==> config.mk <==
export PLATFORM = sky130hd
export DESIGN_NAME = fetch_unit
export DESIGN_NICKNAME = d
export VERILOG_FILES = /design/src/rtl/fetch_unit.sv
export SDC_FILE = /design/constraint.sdc
export NUM_CORES = 1
export LEC_CHECK = 0
export ABC_AREA = 1
export BUFFER_PORTS_ARGS = -buffer_cell sky130_fd_sc_hd__buf_2
export CAP_MARGIN = 20
export CORE_ASPECT_RATIO = 2
export CORE_MARGIN = 2
export CORE_UTILIZATION = 48
export DETAILED_ROUTE_END_ITERATION = 8
export HOLD_SLACK_MARGIN = 0.12
export PLACE_DENSITY_LB_ADDON = 0.2
export SKIP_CTS_REPAIR_TIMING = 1
export SLEW_MARGIN = 30
export SYNTH_ARGS = -nofsm -noshare
export SYNTH_HDL_FRONTEND = slang
export SYNTH_SLANG_ARGS = --single-unit
export TNS_END_PERCENT = 30
==> constraint.sdc <==
create_clock -name clk -period 1.34 [get_ports clk]
set_input_delay 0 -clock clk [delete_from_list [all_inputs] [get_ports clk]]
set_output_delay 0 -clock clk [all_outputs]
set_load 0.05 [all_outputs]
==> src/rtl/fetch_unit.sv <==
// -----------------------------------------------------------------------------
// fetch_unit
//
// Instruction-fetch stage sitting directly upstream of the control unit. It
// owns the program counter and the instruction register, sequences the RAM
// read of the next instruction word, and shares the single RAM address port
// with the datapath's data accesses.
//
// Parameters
//   DATA_W    width of PC, instruction, bus and RAM address/data
//   RAM_LAT   RAM read latency in clocks (>= 1), address to ram_rdata valid
//   RESET_PC  PC value loaded on reset
//
// Ports
//   clk           in   system clock, rising edge
//   rst           in   synchronous reset, active-high
//   instr_enable  in   fetch request from the control unit
//   pc_enable     in   PC <= PC + 1
//   pcin          in   PC <= bus_in (wins over pc_enable)
//   bus_in        in   CPU data bus, PC load source
//   ram_addr_sel  in   0: RAM address from PC, 1: from data_addr
//   data_addr     in   data-access address from the datapath
//   ram_rdata     in   RAM read data
//   ram_addr      out  RAM address (fetch address while a fetch is in flight)
//   pc            out  current PC
//   instr         out  instruction register
//   instr_valid   out  one-cycle pulse: instr was updated at the last edge
//   busy          out  fetch in progress
//
// Build option
//   FETCH_AUTOINC_EN  when defined, the PC advances by one at the edge that
//                     captures an instruction. pcin at that edge still wins,
//                     and a simultaneous pc_enable does not add a second step.
// -----------------------------------------------------------------------------
module fetch_unit #(
  parameter int                 DATA_W   = 16,
  parameter int                 RAM_LAT  = 1,
  parameter logic [DATA_W-1:0]  RESET_PC = '0
) (
  input  logic              clk,
  input  logic              rst,
  input  logic              instr_enable,
  input  logic              pc_enable,
  input  logic              pcin,
  input  logic [DATA_W-1:0] bus_in,
  input  logic              ram_addr_sel,
  input  logic [DATA_W-1:0] data_addr,
  input  logic [DATA_W-1:0] ram_rdata,
  output logic [DATA_W-1:0] ram_addr,
  output logic [DATA_W-1:0] pc,
  output logic [DATA_W-1:0] instr,
  output logic              instr_valid,
  output logic              busy
);

  // A one-bit counter is kept even for RAM_LAT == 1 so the port never
  // collapses to zero width; it is simply always loaded with zero then.
  localparam int               CNT_W    = (RAM_LAT > 1) ? $clog2(RAM_LAT) : 1;
  localparam logic [CNT_W-1:0] CNT_INIT = CNT_W'(RAM_LAT - 1);

  typedef enum logic {
    S_IDLE = 1'b0,
    S_WAIT = 1'b1
  } state_e;

  state_e            state_q,       state_d;
  logic [CNT_W-1:0]  cnt_q,         cnt_d;
  logic [DATA_W-1:0] fetch_addr_q,  fetch_addr_d;
  logic [DATA_W-1:0] instr_q,       instr_d;
  logic              instr_valid_q, instr_valid_d;
  logic [DATA_W-1:0] pc_q,          pc_d;

  logic              capture;
  logic              pc_step;
  logic [DATA_W-1:0] pc_inc;

  // Capture happens at the edge that ends the last WAIT cycle.
  assign capture = (state_q == S_WAIT) && (cnt_q == '0);

  // Natural modulo-2^DATA_W wrap from the fixed-width add.
  assign pc_inc = pc_q + DATA_W'(1);

  // ---------------------------------------------------------------------------
  // FSM next state
  // ---------------------------------------------------------------------------
  always_comb begin
    state_d       = state_q;
    cnt_d         = cnt_q;
    fetch_addr_d  = fetch_addr_q;
    instr_d       = instr_q;
    instr_valid_d = 1'b0;

    unique case (state_q)
      S_IDLE: begin
        if (instr_enable) begin
          // Latch the PC as it stands before any PC update at this edge, so
          // later PC activity cannot move the in-flight fetch.
          fetch_addr_d = pc_q;
          cnt_d        = CNT_INIT;
          state_d      = S_WAIT;
        end
      end
      S_WAIT: begin
        // instr_enable is deliberately not looked at here: requests that
        // arrive while busy are dropped, not queued.
        if (capture) begin
          instr_d       = ram_rdata;
          instr_valid_d = 1'b1;
          state_d       = S_IDLE;
        end else begin
          cnt_d = cnt_q - CNT_W'(1);
        end
      end
      default: begin
        state_d = S_IDLE;
      end
    endcase
  end

  // ---------------------------------------------------------------------------
  // PC next state
  // ---------------------------------------------------------------------------
  always_comb begin
`ifdef FETCH_AUTOINC_EN
    // OR rather than add: pc_enable coinciding with capture is still one step.
    pc_step = pc_enable | capture;
`else
    pc_step = pc_enable;
`endif
    pc_d = pc_q;
    if (pcin) begin
      pc_d = bus_in;
    end else if (pc_step) begin
      pc_d = pc_inc;
    end
  end

  // ---------------------------------------------------------------------------
  // State registers
  // ---------------------------------------------------------------------------
  always_ff @(posedge clk) begin
    if (rst) begin
      state_q       <= S_IDLE;
      cnt_q         <= '0;
      fetch_addr_q  <= '0;
      instr_q       <= '0;
      instr_valid_q <= 1'b0;
      pc_q          <= RESET_PC;
    end else begin
      state_q       <= state_d;
      cnt_q         <= cnt_d;
      fetch_addr_q  <= fetch_addr_d;
      instr_q       <= instr_d;
      instr_valid_q <= instr_valid_d;
      pc_q          <= pc_d;
    end
  end

  // ---------------------------------------------------------------------------
  // Outputs
  // ---------------------------------------------------------------------------
  assign busy        = (state_q == S_WAIT);
  assign pc          = pc_q;
  assign instr       = instr_q;
  assign instr_valid = instr_valid_q;

  // The fetch owns the RAM port for its whole duration; data accesses only
  // get through while idle.
  always_comb begin
    if (busy) begin
      ram_addr = fetch_addr_q;
    end else if (ram_addr_sel) begin
      ram_addr = data_addr;
    end else begin
      ram_addr = pc_q;
    end
  end

endmodule

==> flow_summary.yaml <==
worst_setup_path:
  endpoint_kind: "output pin"
  crit_required_ns: 1.34
  critPathLaunchType: "flop"
  path_class: "flop to output pin"
  rr_worst_depth: 8
  cp.arrival_ns: 1.36
  crit_fanout: 10
detailed_routing:
  drt-total-wl_um: 7690
  first_pass_iters: 4
  wl_per_cell_um: 13.9
  drt-initial-drc-count: 73
  viasPerCell: 5.25
  drc: 0
  via_count: 2901
  ant_nets: 0
synth:
  synth.top_cells.by_count: "85 x nand2_1, 51 x dfxtp_1, 40 x a21oi_1"
  ys_types: 30
  seq_area_frac_synth: 0.400
  yosys_warnings: 0
  syn-num-nets: 412
  yosysMostFrequentCell: "nand2_1"
  ys.flop_type: "dfxtp_1"
  synth_edf_count: 0
  synth-seq-cells: 51
  yosys.area.top_type_share: 0.400
  synthCells: 357
  syn-cell-area_um2: 2550
  synth_top_area_cell: "dfxtp_1"
  avgSynthCellArea_um2: 7.15
  ys_top_cells_by_area: "dfxtp_1 40%, nand2_1 12%, a21oi_1 7.8%"
  async_reset_ff_frac: 0
worst_hold_path:
  hold_depth: 3
  hp-class: "input pin to flop"
die:
  die_area_um2: 5950
  die_height_um: 107
  die_w_um: 55.6
  pin_count: 104
  core_area_um2: 5140
  start_util: 0.497
  rows: 37
cts:
  clock_path_buffers: 2
  root_buffer: "clkbuf_8"
  cts_buffers: 5
  clock_latency_ns: 0.30
  htree_levels: 2
  clock-sinks: 51
  cts_tree: "yes"
  clk_pin_slew_ns: 0.09
placed_design:
  place_area_um2: 3230
  gp_congestion: 0.834
  dp_hpwl_um: 5510
  place_inst: 510
  io_buffers: 103
power:
  power_density_nw_per_um2: 1010
  p_total_uw: 3830
  peakVddDrop_mv: 1.04
  p_leak_uw: 0.00178
sta:
  setup_viol_count_final: 2
  tightest_slew_ns: 0.465
  fmax_mhz: 734
  period_needed_ns: 1.36
  finClkSkew_ns: 0.00619
  slew_headroom: 0.690
  setup_ws_ns: -0.0228
  rsz0062_at_grt: "yes"
  fin_crit_sh: 1.02
  slew_viol_final: 0
  hold_violations: 0
global_route:
  gr-total-overflow: 0
  antenna_found_initial: 0
  first_global_vias: 2693
  grt_pass1_wl_um: 12000
  grt_max_degree: 31
  track_usage: 0.248
job:
  max_cap_violations: 0
final_layout:
  final_area_um2: 3770
  drive_gt1_frac: 0.343
  antenna_cells: 0
  nNetsFinal: 549
  areaGrowthSynthToFinish_pct: 47.7
  n_fill_cell: 431
  final_cells: 553
status:
  violations: "setup timing"
  outcome: "complete, but fails checks"
-- layer usage --
layer | global-route usage | share of wire | up-vias
met2 | 0.462 | 0.55 | 86
li1 | - | - | 1466
met5 | 0 | 0 | -
met3 | 0.0362 | 0.038 | 19
met4 | 0.106 | 0.035 | 0
met1 | 0.271 | 0.38 | 1330
-- state kept, by name, summed over array words and instances, names as in the netlist --
name and count:
instr_valid 1, cnt_q 1, instr 16, fetch_addr_q 16
pc 16, busy 1
-- critical path, stage by stage (launching register included) --
cell	delay (ns)
dfxtp_4	0.37
buf_4	0.18
a21oi_1	0.09
a21oi_4	0.15
buf_2	0.27
-- layout make-up --
cell class	instances	area (um2)	share of cell area
Tap cell	58	72.6	0.0192
Sequential cell	51	1050	0.279
Clock inverter	1	5.00	0.00133
Multi-Input combinational cell	257	1420	0.377
Inverter	31	124	0.0328
Timing Repair Buffer	148	1020	0.270
Clock buffer	7	76.3	0.0202
-- cells by family after synthesis --
| family | share of synthesized area |
|---|---|
| flops | 0.400 |
| buf+inv | 0.0853 |
| simple gates | 0.274 |
| fa+ha+maj | 0.00490 |
| xor+xnor | 0.0103 |
| compound gates | 0.225 |
-- through the flow --
stage          utilization  hold slack [ns]  worst slack [ns]  setup TNS (ns)
2_1_floorplan            -           0.0620           -0.0321         -0.0326
3_3_place_gp         0.628            0.186            0.0962               0
3_5_place_dp         0.628            0.191            0.0524               0
4_1_cts              0.644           -0.126            -0.131           -1.34
5_1_grt              0.734            0.137           -0.0732          -0.632
6_report             0.734            0.128           -0.0228         -0.0264
-- final timing paths --
check                              start     endpoint  slack [ns]
worst min-delay path                pcin        pc[4]        0.13
worst max register to register     pc[1]       pc[14]        0.06
worst min register to register  instr[4]     instr[4]        0.48
worst max-delay path                busy  ram_addr[1]       -0.02
-- placed cells by master, fill, tap and decap left out, drive strengths merged, types with 2 or more instances in the layout --
master / instances
a21oi: 41
o211ai: 10
nand3: 31
a22oi: 9
dlygate4sd3: 34
nor2: 29
o21a: 9
o21ai: 28
nand2: 89
buf: 112
xor2: 3
clkbuf: 9
inv: 31
a31oi: 2
nand4: 3
dfxtp: 51
-- where the power goes --
group / switching [uW] / internal (uW) / leakage (uW)
clock network: 484 / 368 / 0.0000422
registers: 78.7 / 1620 / 0.000427
logic: 835 / 443 / 0.00131
total: 1400 / 2430 / 0.00178
Note: power is estimated with default switching activity, not from simulation.
